<file path="src/rtl/mem_arb_2432_pkg.sv">
// Shared definitions for the mem_arb_2432 memory sequencer: state encoding,
// default widths and the watchdog counter sizing helper.
package mem_arb_2432_pkg;

  localparam int ADDR_W_DEF   = 24;
  localparam int DATA_W_DEF   = 32;
  localparam int INSTR_W_DEF  = 24;
  localparam int MAX_WAIT_DEF = 255;

  typedef enum logic [1:0] {
    IDLE   = 2'd0,
    IFETCH = 2'd1,
    DACC   = 2'd2,
    STEP   = 2'd3
  } state_t;

  // Counter must be able to hold MAX_WAIT itself; keep at least one bit.
  function automatic int cnt_width(input int max_wait);
    return (max_wait < 2) ? 1 : $clog2(max_wait + 1);
  endfunction

endpackage

</file>
<file path="src/rtl/mem_arb_2432_wdog.sv">
// Access watchdog: counts cycles a strobe waits for ack and flags expiry
// once MAX_WAIT cycles have elapsed; cleared whenever the sequencer changes state.
module mem_arb_wdog
  import mem_arb_2432_pkg::*;
#(
  parameter int MAX_WAIT = MAX_WAIT_DEF
) (
  input  logic i_clk,
  input  logic i_rstb,
  input  logic strobe,
  input  logic ack,
  input  logic clear,
  output logic expired
);

  localparam int CNT_W = cnt_width(MAX_WAIT);
  localparam logic [CNT_W-1:0] CNT_MAX = CNT_W'(MAX_WAIT);

  logic [CNT_W-1:0] wait_cnt;

  // Saturates at CNT_MAX so expiry stays asserted until the state moves on.
  always_ff @(posedge i_clk or negedge i_rstb) begin
    if (!i_rstb) begin
      wait_cnt <= '0;
    end else if (clear) begin
      wait_cnt <= '0;
    end else if (strobe && !ack && !expired) begin
      wait_cnt <= wait_cnt + 1'b1;
    end
  end

  assign expired = (wait_cnt == CNT_MAX);

endmodule

</file>
<file path="src/rtl/mem_arb_2432.sv">
// Single-port memory sequencer: instruction fetch, optional data access, then a
// one-cycle CPU advance pulse. Optional fetch reuse is enabled with IFETCH_HOLD_EN.
module mem_arb_2432
  import mem_arb_2432_pkg::*;
#(
  parameter int ADDR_W   = ADDR_W_DEF,
  parameter int DATA_W   = DATA_W_DEF,
  parameter int INSTR_W  = INSTR_W_DEF,
  parameter int MAX_WAIT = MAX_WAIT_DEF
) (
  input  logic               i_clk,
  input  logic               i_rstb,
  input  logic               i_clk_en,
  input  logic [ADDR_W-1:0]  i_cpu_iaddr,
  input  logic [ADDR_W-1:0]  i_cpu_daddr,
  input  logic [DATA_W-1:0]  i_cpu_dout,
  input  logic               i_cpu_ram_rd,
  input  logic               i_cpu_ram_wr,
  output logic [INSTR_W-1:0] o_cpu_instr,
  output logic [DATA_W-1:0]  o_cpu_din,
  output logic               o_cpu_clk_en,
  output logic [ADDR_W-1:0]  o_mem_addr,
  output logic [DATA_W-1:0]  o_mem_dout,
  output logic               o_mem_rd,
  output logic               o_mem_wr,
  input  logic [DATA_W-1:0]  i_mem_din,
  input  logic               i_mem_ack,
  output logic               o_bus_err
);

  state_t state_q, state_d;
  state_t after_fetch;

  logic [INSTR_W-1:0] instr_q, instr_nxt;
  logic [DATA_W-1:0]  din_q, din_nxt;
  logic               bus_err_q;

  logic data_req;
  logic access_req;
  logic expired;
  logic fetch_hit;
  logic instr_load;
  logic din_load;
  logic timeout_evt;
  logic fetch_done;
  logic fetch_fail;
  logic wr_done;

  assign data_req    = i_cpu_ram_rd | i_cpu_ram_wr;
  assign after_fetch = data_req ? DACC : STEP;

  always_ff @(posedge i_clk or negedge i_rstb) begin
    if (!i_rstb) begin
      state_q <= IDLE;
    end else begin
      state_q <= state_d;
    end
  end

  // Strobes, address and write data decode straight from the state register so
  // they rise in the first cycle of an access and drop asynchronously on reset.
  always_comb begin
    state_d      = state_q;
    o_mem_rd     = 1'b0;
    o_mem_wr     = 1'b0;
    o_mem_addr   = '0;
    o_mem_dout   = '0;
    o_cpu_clk_en = 1'b0;
    access_req   = 1'b0;
    instr_load   = 1'b0;
    instr_nxt    = instr_q;
    din_load     = 1'b0;
    din_nxt      = din_q;
    timeout_evt  = 1'b0;
    fetch_done   = 1'b0;
    fetch_fail   = 1'b0;
    wr_done      = 1'b0;

    case (state_q)
      IDLE: begin
        if (i_clk_en) begin
          state_d = IFETCH;
        end
      end

      IFETCH: begin
        if (fetch_hit) begin
          state_d = after_fetch;
        end else begin
          access_req = 1'b1;
          o_mem_addr = i_cpu_iaddr;
          o_mem_rd   = !expired;
          if (expired) begin
            timeout_evt = 1'b1;
            fetch_fail  = 1'b1;
            instr_load  = 1'b1;
            instr_nxt   = '0;
            state_d     = after_fetch;
          end else if (i_mem_ack) begin
            fetch_done = 1'b1;
            instr_load = 1'b1;
            instr_nxt  = i_mem_din[INSTR_W-1:0];
            state_d    = after_fetch;
          end
        end
      end

      // A store takes priority when the CPU raises both requests.
      DACC: begin
        o_mem_addr = i_cpu_daddr;
        if (i_cpu_ram_wr) begin
          access_req = 1'b1;
          o_mem_wr   = !expired;
          o_mem_dout = i_cpu_dout;
          if (expired) begin
            timeout_evt = 1'b1;
            wr_done     = 1'b1;
            state_d     = STEP;
          end else if (i_mem_ack) begin
            wr_done = 1'b1;
            state_d = STEP;
          end
        end else if (i_cpu_ram_rd) begin
          access_req = 1'b1;
          o_mem_rd   = !expired;
          if (expired) begin
            timeout_evt = 1'b1;
            din_load    = 1'b1;
            din_nxt     = '0;
            state_d     = STEP;
          end else if (i_mem_ack) begin
            din_load = 1'b1;
            din_nxt  = i_mem_din;
            state_d  = STEP;
          end
        end else begin
          state_d = STEP;
        end
      end

      STEP: begin
        o_cpu_clk_en = 1'b1;
        state_d      = i_clk_en ? IFETCH : IDLE;
      end

      default: begin
        state_d = IDLE;
      end
    endcase
  end

  mem_arb_wdog #(
    .MAX_WAIT (MAX_WAIT)
  ) u_wdog (
    .i_clk   (i_clk),
    .i_rstb  (i_rstb),
    .strobe  (access_req),
    .ack     (i_mem_ack),
    .clear   (state_d != state_q),
    .expired (expired)
  );

  always_ff @(posedge i_clk or negedge i_rstb) begin
    if (!i_rstb) begin
      instr_q   <= '0;
      din_q     <= '0;
      bus_err_q <= 1'b0;
    end else begin
      if (instr_load) begin
        instr_q <= instr_nxt;
      end
      if (din_load) begin
        din_q <= din_nxt;
      end
      if (timeout_evt) begin
        bus_err_q <= 1'b1;
      end
    end
  end

`ifdef IFETCH_HOLD_EN
  logic              hold_valid;
  logic [ADDR_W-1:0] hold_addr;

  assign fetch_hit = hold_valid && (i_cpu_iaddr == hold_addr);

  // A failed fetch or any store to the held address makes the copy stale.
  always_ff @(posedge i_clk or negedge i_rstb) begin
    if (!i_rstb) begin
      hold_valid <= 1'b0;
      hold_addr  <= '0;
    end else begin
      if (fetch_done) begin
        hold_valid <= 1'b1;
        hold_addr  <= i_cpu_iaddr;
      end else if (fetch_fail) begin
        hold_valid <= 1'b0;
      end
      if (wr_done && (i_cpu_daddr == hold_addr)) begin
        hold_valid <= 1'b0;
      end
    end
  end
`else
  logic unused_hold;

  assign fetch_hit   = 1'b0;
  assign unused_hold = fetch_done ^ fetch_fail ^ wr_done;
`endif

  assign o_cpu_instr = instr_q;
  assign o_cpu_din   = din_q;
  assign o_bus_err   = bus_err_q;

endmodule

</file>
<file path="config.mk">
export PLATFORM = sky130hd
export DESIGN_NAME = mem_arb_2432
export DESIGN_NICKNAME = d
export VERILOG_FILES = /design/src/rtl/mem_arb_2432_pkg.sv /design/src/rtl/mem_arb_2432_wdog.sv /design/src/rtl/mem_arb_2432.sv
export SDC_FILE = /design/constraint.sdc
export NUM_CORES = 1
export LEC_CHECK = 0
export ABC_AREA = 1
export ABC_CLOCK_PERIOD_IN_PS = 4050
export BUFFER_PORTS_ARGS = -buffer_cell sky130_fd_sc_hd__buf_2
export CORE_MARGIN = 4
export CORE_UTILIZATION = 35
export DETAILED_ROUTE_END_ITERATION = 8
export PLACE_DENSITY = 0.76
export SETUP_SLACK_MARGIN = 0.15
export SYNTH_ARGS = -nofsm -noshare
export SYNTH_HDL_FRONTEND = slang
export SYNTH_SLANG_ARGS = --single-unit
</file>
<file path="constraint.sdc">
create_clock -name i_clk -period 4.05 [get_ports i_clk]
set_clock_uncertainty 0.1 [all_clocks]
set_input_delay 0.6075 -clock i_clk [delete_from_list [all_inputs] [get_ports i_clk]]
set_output_delay 0.6075 -clock i_clk [all_outputs]
set_load 0.01 [all_outputs]
</file>
==> results.py, run 1 <==
metrics = {
    "cts": {
        "clock-sinks": 67,
        "cts_max_level": 3,
        "postCtsSetupBuffers": 0,
        "clock-root-buffer": "clkbuf_8",
        "clkLatencyLatePin_ps": 330,
        "cts.clk_slew.worst_paths_ps": 70,
        "cts.path.max_buffers": 2,
        "cts_buffers": 9,
        "cts.repair.resized": 0,
        "hold_buffers": 0,
        "cts_tree": "built",
    },
    "global_routing": {
        "antenna_found_initial": 0,
        "grt_first_pass_wirelength_um": 17700,
        "grt_max_degree": 65,
        "grt_pass1_vias": 3682,
        "grt_use_total": 0.190,
        "grt.overflow.total": 0,
    },
    "placement": {
        "place.gp.congestion": 0.839,
        "dpl.hpwl_um": 9000,
        "port_buffers": 233,
        "placed_area_um2": 4750,
    },
    "yosys": {
        "synth_seq_area_share": 0.478,
        "synth_cell_types": 29,
        "synth_fa_ha_area_frac": 0.0178,
        "yosysTopAreaCellShare": 0.478,
        "synth_area_leaders": "dfrtp_1 48%, nand2_1 17%, o21ai_0 7.4%",
        "synth_xor_area_frac": 0.00749,
        "yosys-top-cells-count": "163 x nand2_1, 67 x dfrtp_1, 52 x o21ai_0",
        "avgSynthCellArea_um2": 7.36,
        "synth_area_leader_cell": "dfrtp_1",
        "muxShareOfSynthArea": 0,
        "yosysWarnings": 0,
        "ys_ff_latch": 67,
        "synth_top_flop_cell": "dfrtp_1",
        "synth-compound-area-share": 0.128,
        "syn_inst": 477,
        "yosysMostFrequentCell": "nand2_1",
        "synth-simple-area-share": 0.286,
        "netlist_area_um2": 3510,
        "async_flop_share": 1.00,
        "syn-num-nets": 600,
        "synth_enable_flop_cells": 0,
        "synth_top_family_by_area": "simple AND/OR/NAND/NOR gates",
    },
    "detailed_routing": {
        "first_iter_violations": 221,
        "dr_total_vias": 3880,
        "drt_wl_total_um": 11300,
        "drt-vias-per-instance": 4.64,
        "route.met3.wl_um": 1030,
        "first_pass_iters": 4,
        "wl_per_cell_um": 13.5,
        "drtAntennaViolNets": 0,
        "wl_met1_um": 4370,
        "dr_wl_met2_um": 5610,
        "topRoutingLayerUsed": "met4",
        "route.detailed.drc": 0,
    },
    "floorplanning": {
        "design.core.area_um2": 9770,
        "ios": 234,
        "dieWidth_um": 108,
        "rows": 36,
        "die_h_um": 108,
        "dieArea_um2": 11700,
        "initial_core_util": 0.359,
    },
    "setup_path": {
        "ff2ff_setup_slack_ps": 1300,
        "required_ps": 3340,
        "critPathMaxFanout": 29,
        "crit_start": "state_q[1]",
        "critPathCaptureType": "primary output",
        "cp-start-kind": "flip-flop",
        "crit_type": "flip-flop to primary output",
        "crit_arrival_ps": 2220,
        "r2r_start": "state_q[1]",
        "worstReg2RegEnd": "o_cpu_instr[4]",
        "reg2reg_depth": 6,
    },
    "final_layout": {
        "n_antenna_cell": 0,
        "drive_gt1_frac": 0.384,
        "multi_input_area_um2": 1540,
        "register_area_um2": 1680,
        "n_fill_cell": 969,
        "final_area_um2": 4920,
        "area_growth_pct": 40.1,
        "final_core_util": 0.503,
        "nets": 821,
    },
    "power": {
        "clkPwrFrac": 0.153,
        "p_switching_uw": 1320,
        "p_per_area_nw_per_um2": 620,
        "ir_drop_mv": 0.210,
        "pwr-share-seq": 0.367,
        "swShare": 0.433,
        "design_power_total_uw": 3050,
        "combinationalPowerShare": 0.480,
        "cellLeakagePower_uw": 0.00295,
        "p_int_uw": 1730,
    },
    "sta": {
        "relSlewSlack": 0.326,
        "setup_tns_ps": 0,
        "finalMaxSlewViolations": 0,
        "rsz0062_at_grt": "no",
        "timing.final.crit_share": 0.723,
        "fmax_mhz": 342,
        "tightestPinTransition_ps": 1010,
        "period_needed_ps": 2930,
        "finalSetupViolCount": 0,
        "hold_viol_final": 0,
    },
    "hold_path": {
        "holdCritPathClass": "primary input to asynchronous set/reset pin",
    },
    "outcome": {
        "outcome": "finished, final reports clean",
    },
    "run": {
        "drv_cap": 0,
    },
}
-- worst max path at each step --
stage | endpoint | slack [ps]
5_1_grt | o_mem_addr[0] | 880
4_1_cts | o_mem_addr[1] | 1090
3_5_place_dp | o_cpu_instr[4] | 1300
6_report | o_mem_addr[1] | 1120
3_3_place_gp | o_cpu_instr[11] | 1460
2_1_floorplan | o_mem_addr[0] | 1810
-- routing by layer --
metal | up-vias | global-route usage
li1 | 1929 | -
met1 | 1749 | 0.223
met2 | 183 | 0.338
met3 | 19 | 0.0448
met4 | 0 | 0.0712
met5 | - | 0
-- critical path, cell delays in order (launching register included) --
cell     delay (ps)
dfrtp_1         440
inv_1           140
ha_1            800
nand2_1         110
a21oi_1         230
buf_2           160
-- state kept, by name, summed over array words and instances (netlist names) --
signal	count
state_q	2
o_cpu_din	32
o_bus_err	1
o_cpu_instr	24
u_wdog.wait_cnt	8
-- cell families after synthesis --
group           Yosys count
flops                    67
compound gates           88
buf+inv                  73
fa+ha+maj                 5
xor+xnor                  3
simple gates            241
-- metrics by stage --
stage	setup WS, ps	hold slack [ps]	std cells
finish	1120	310	836
global route	881	369	836
CTS	1090	332	836
detailed placement	1300	368	820
global placement	1460	363	820
floorplan	1810	212	477
-- layout by cell type (no fill, tap or decap), types with 5 or more instances in the layout --
cell	n
a21oi_1	27
buf_2	233
clkbuf_8	9
dfrtp_1	67
ha_1	5
inv_1	44
nand2_1	163
nand2_2	7
nand3_1	8
nor2_1	49
o21ai_0	52
o21ai_1	6
-- final cells by class --
cell class	count	area share
Tap cell	133	0.0338
Multi-Input combinational cell	337	0.313
Sequential cell	67	0.341
Timing Repair Buffer	237	0.243
Inverter	46	0.0351
Clock buffer	9	0.0252
Clock inverter	7	0.00890
-- power by group through the flow --
stage / clock [uW] / sequential [uW] / combinational [uW]
2_1_floorplan: 0 / 1240 / 722
3_3_place_gp: 0 / 1120 / 1440
3_5_place_dp: 0 / 1130 / 1480
4_1_cts: 484 / 1120 / 1490
5_1_grt: 516 / 1150 / 1650
6_report: 466 / 1120 / 1460
Note: power is estimated with default switching activity, not from simulation.
==> run 2: changes to the inputs <==
ABC_CLOCK_PERIOD_IN_PS = 2700   (was 4050)
clock period = 2.7 ns   (was 4.05 ns; I/O delays follow)
==> run 2 against run 1 <==
Design area is 2.2% higher; sequential share of layout area is 0.72 points lower; core utilization is 1.1 points higher; critical path type unchanged.
==> results.py, run 2 (same netlist as run 1, synthesis figures left out) <==
metrics = {
    "outcome": {
        "outcome": "finished, final reports clean",
    },
    "detailed_routing": {
        "dr_total_vias": 3950,
        "wl_per_cell_um": 13.6,
        "drtAntennaViolNets": 0,
        "drt-vias-per-instance": 4.70,
        "route.detailed.drc": 0,
        "first_iter_violations": 283,
        "first_pass_iters": 4,
        "drt_wl_total_um": 11500,
    },
    "final_layout": {
        "multi_input_area_um2": 1540,
        "largest_register_ff_count": 32,
        "layout_commonest_cell": "buf_2",
        "register_area_um2": 1680,
        "area_growth_pct": 43.2,
        "nets": 826,
        "final_cell_mix": "233 x buf_2, 163 x nand2_1, 67 x dfrtp_1",
        "n_antenna_cell": 0,
        "n_fill_cell": 948,
        "drive_gt1_frac": 0.388,
    },
    "sta": {
        "tightestPinTransition_ps": 610,
        "hold_viol_final": 0,
        "setup_tns_ps": 0,
        "fmax_mhz": 415,
        "timing.final.crit_share": 0.893,
        "finalMaxSlewViolations": 0,
        "finalSetupViolCount": 0,
        "relSlewSlack": 0.593,
        "period_needed_ps": 2410,
        "hold_ws_ps": 219,
        "rsz0062_at_grt": "no",
    },
    "floorplanning": {
        "rows": 36,
        "dieWidth_um": 108,
        "ios": 234,
        "dieArea_um2": 11700,
        "die_h_um": 108,
        "design.core.area_um2": 9770,
        "initial_core_util": 0.359,
    },
    "setup_path": {
        "crit_arrival_ps": 1910,
        "crit_type": "flip-flop to primary output",
        "cp-start-kind": "flip-flop",
        "r2r_start": "state_q[0]",
        "reg2reg_depth": 10,
        "required_ps": 2190,
        "critPathMaxFanout": 33,
        "crit_path_end": "o_mem_wr",
        "critPathCaptureType": "primary output",
        "worstReg2RegEnd": "u_wdog.wait_cnt[7]",
        "crit_start": "state_q[0]",
        "ff2ff_setup_slack_ps": 470,
    },
    "cts": {
        "cts.clk_slew.worst_paths_ps": 80,
        "cts_max_level": 3,
        "cts.path.max_buffers": 2,
        "cts_tree": "built",
        "clock-sinks": 67,
        "clock-root-buffer": "clkbuf_8",
        "clkLatencyLatePin_ps": 350,
        "postCtsSetupBuffers": 0,
        "cts_buffers": 9,
    },
    "power": {
        "ir_drop_mv": 0.569,
        "p_per_area_nw_per_um2": 951,
        "cellLeakagePower_uw": 0.00299,
    },
    "placement": {
        "port_buffers": 233,
        "dpl.hpwl_um": 8860,
        "place.gp.congestion": 0.874,
    },
    "global_routing": {
        "grt_pass1_vias": 3936,
        "grt.overflow.total": 0,
        "grt_first_pass_wirelength_um": 18100,
        "grt_max_degree": 65,
        "antenna_found_initial": 0,
        "grt_use_total": 0.194,
    },
    "hold_path": {
        "holdCritPathClass": "primary input to flip-flop",
        "holdCritStartpoint": "i_mem_din[24]",
    },
    "run": {
        "drv_cap": 0,
    },
}
-- run 2: area by class of cell --
cell class | instances | share of cell area
Sequential cell | 67 | 0.334
Clock inverter | 6 | 0.0147
Tap cell | 133 | 0.0331
Multi-Input combinational cell | 337 | 0.307
Inverter | 46 | 0.0344
Clock buffer | 10 | 0.0274
Timing Repair Buffer | 242 | 0.250
-- run 2: stage by stage --
step,area (um2),util,setup slack (ps),cells,total power (uW)
floorplan,3510,-,665,477,2940
global placement,4790,0.490,635,824,3850
detailed placement,4790,0.490,515,824,3940
CTS,5010,0.513,218,841,4840
global route,5020,0.514,133,841,5180
finish,5020,0.514,289,841,4780
-- run 2: routing by layer --
| layer | share of wire | vias to the layer above | routed length, um | track usage |
|---|---|---|---|---|
| met3 | 0.088 | 31 | 1010 | 0.0507 |
| li1 | - | 1939 | - | - |
| met4 | 0.035 | 0 | 397 | 0.0938 |
| met1 | 0.38 | 1785 | 4320 | 0.213 |
| met5 | 0 | - | 0 | 0 |
| met2 | 0.50 | 195 | 5730 | 0.348 |
-- run 2: power breakdown --
| group | switching [uW] | internal (uW) |
|---|---|---|
| registers | 236 | 1420 |
| clock network | 409 | 460 |
| logic | 1390 | 868 |
| total | 2030 | 2750 |
-- run 2: repair_timing --
action,CTS,global route
resized for setup,0,3
hold buffers,1,0
setup endpoints to repair,0,37
endpoints found under the hold margin,23,0
-- run 2: worst min-delay path by stage --
stage,end,cells past startpoint,slack (ps)
final,o_cpu_din[24],3,220
after global routing,o_cpu_din[24],3,220
after CTS,o_cpu_din[28],3,200
after detailed placement,o_cpu_din[30],1,340
after global placement,o_cpu_din[30],1,340
after floorplan,o_bus_err,0,9
-- run 2: critical path: stages (launching register included) --
cell and delay [ps]:
dfrtp_1 450, inv_1 160, ha_2 230, buf_4 180, nand2_1 90, buf_6 190, nor2_1 120, buf_2 130
==> run 3: changes to the inputs <==
ABC_CLOCK_PERIOD_IN_PS = 2930   (was 2700)
CTS_BUF_LIST = sky130_fd_sc_hd__clkbuf_16   (was default)
clock period = 2.93 ns   (was 2.7 ns; I/O delays follow)
==> run 3 against run 2 <==
Die area unchanged; worst setup slack gained 44 ps; non-clock buffer count decreased by 2; first-iteration DRC count decreased by 24%; design area grew 1.3%; power is 2.6% lower; clock-buffer cell count is 1 lower; global-route usage decreased by 0.20 points.
==> results.py, run 3 (same netlist as run 1, synthesis figures left out) <==
metrics = {
    "power": {
        "p_switching_uw": 1890,
        "pwr-share-seq": 0.329,
        "p_per_area_nw_per_um2": 915,
        "cellLeakagePower_uw": 0.00302,
        "swShare": 0.406,
        "clkPwrFrac": 0.230,
        "combinationalPowerShare": 0.441,
        "p_int_uw": 2770,
        "ir_drop_mv": 0.396,
    },
    "placement": {
        "dp_cells": 823,
        "place.gp.congestion": 0.909,
        "dpl.hpwl_um": 8890,
        "port_buffers": 233,
    },
    "setup_path": {
        "crit_start": "state_q[0]",
        "crit_family": "buffers and inverters",
        "ff2ff_setup_slack_ps": 660,
        "critPathMaxFanout": 15,
        "r2r_start": "state_q[0]",
        "crit_path_cell_trace": "inv_1 > ha_1 > buf_4 > nand2_1 > a21oi_1 > buf_2",
        "cp_num_cells": 6,
        "crit_path_top_delay_cell": "ha_1",
        "cp-start-kind": "flip-flop",
        "required_ps": 2390,
        "crit_arrival_ps": 2060,
        "reg2reg_depth": 10,
        "critPathMaxStageDelay_ps": 460,
        "path_buf_inv": 3,
        "worstReg2RegEnd": "u_wdog.wait_cnt[7]",
        "critPathCaptureType": "primary output",
        "crit_type": "flip-flop to primary output",
    },
    "cts": {
        "clkLatencyLatePin_ps": 320,
        "postCtsSetupBuffers": 0,
        "cts_tree": "built",
        "clock-root-buffer": "clkbuf_16",
        "cts.path.max_buffers": 2,
        "cts_max_level": 3,
        "clock-sinks": 67,
        "cts_buffers": 9,
        "cts.clk_slew.worst_paths_ps": 60,
    },
    "final_layout": {
        "largest_register_ff_count": 32,
        "final_core_util": 0.521,
        "area_growth_pct": 45.0,
        "drive_gt1_frac": 0.388,
        "layout.cells.non_filler": 839,
        "n_antenna_cell": 0,
        "final_cell_mix": "233 x buf_2, 163 x nand2_1, 67 x dfrtp_1",
        "layout_commonest_cell": "buf_2",
        "nets": 824,
    },
    "sta": {
        "period_needed_ps": 2600,
        "setup_tns_ps": 0,
        "finalSetupViolCount": 0,
        "fmax_mhz": 385,
        "timing.final.crit_share": 0.887,
        "tightestPinTransition_ps": 568,
        "finalMaxSlewViolations": 0,
        "relSlewSlack": 0.621,
        "hold_viol_final": 0,
        "rsz0062_at_grt": "no",
    },
    "detailed_routing": {
        "drt_wl_total_um": 11400,
        "dr_total_vias": 3928,
        "route.detailed.drc": 0,
        "drtAntennaViolNets": 0,
        "first_iter_violations": 215,
        "wl_per_cell_um": 13.6,
        "first_pass_iters": 6,
        "drt-vias-per-instance": 4.68,
    },
    "run": {
        "drv_cap": 0,
    },
    "global_routing": {
        "grt_use_total": 0.192,
        "grt_max_degree": 68,
        "antenna_found_initial": 0,
        "grt_pass1_vias": 3823,
        "grt_first_pass_wirelength_um": 17900,
        "grt.overflow.total": 0,
    },
    "floorplanning": {
        "dieArea_um2": 11700,
        "design.core.area_um2": 9770,
        "ios": 234,
        "die_h_um": 108,
        "rows": 36,
        "initial_core_util": 0.359,
        "dieWidth_um": 108,
    },
    "outcome": {
        "outcome": "finished, final reports clean",
    },
    "hold_path": {
        "holdCritPathClass": "primary input to asynchronous set/reset pin",
    },
}
==> run 3: area by class of cell <==
class / count / area, um2
flip-flops and latches: 67 / 1680
repair buffers: 240 / 1230
fillers: 965 / 4680
clock buffers: 9 / 225
well taps: 133 / 166
clock inverters: 7 / 76.3
inverters: 46 / 173
multi-input cells: 337 / 1540
==> run 3: metrics by stage <==
step	worst slack [ps]	area, um2	hold WS (ps)	power (uW)
final	332	5090	29.9	4660
after global routing	163	5090	64.3	5030
after CTS	270	5090	41.6	4720
after detailed placement	605	4790	368	3620
after global placement	738	4790	362	3540
after floorplan	861	3510	43.9	2710
==> run 3: layer usage <==
layer,wire length [um],global-route usage,up-vias,share of wire
met3,1080,0.0567,28,0.095
met5,0,0,-,0
li1,-,-,1942,-
met2,5610,0.326,191,0.49
met4,357,0.0929,0,0.031
met1,4330,0.222,1767,0.38
==> run 3: power groups by stage <==
stage | sequential (uW) | combinational, uW | clock, uW
final | 1530 | 2060 | 1070
after global routing | 1580 | 2310 | 1150
after CTS | 1530 | 2090 | 1100
after detailed placement | 1540 | 2080 | 0
after global placement | 1520 | 2020 | 0
after floorplan | 1710 | 998 | 0
==> run 3: worst max path at each step <==
stage | to | slack, ps
6_report | o_mem_addr[1] | 330
5_1_grt | o_mem_addr[1] | 160
4_1_cts | o_mem_addr[1] | 270
3_3_place_gp | u_wdog.wait_cnt[7] | 740
3_5_place_dp | u_wdog.wait_cnt[7] | 600
2_1_floorplan | o_mem_addr[0] | 860
==> run 3: what timing repair did <==
action                                  4_1_cts  5_1_grt
endpoints found under the hold margin         0        0
resized for setup                             0        1
endpoints found under the setup margin        0        9
hold buffers                                  0        0
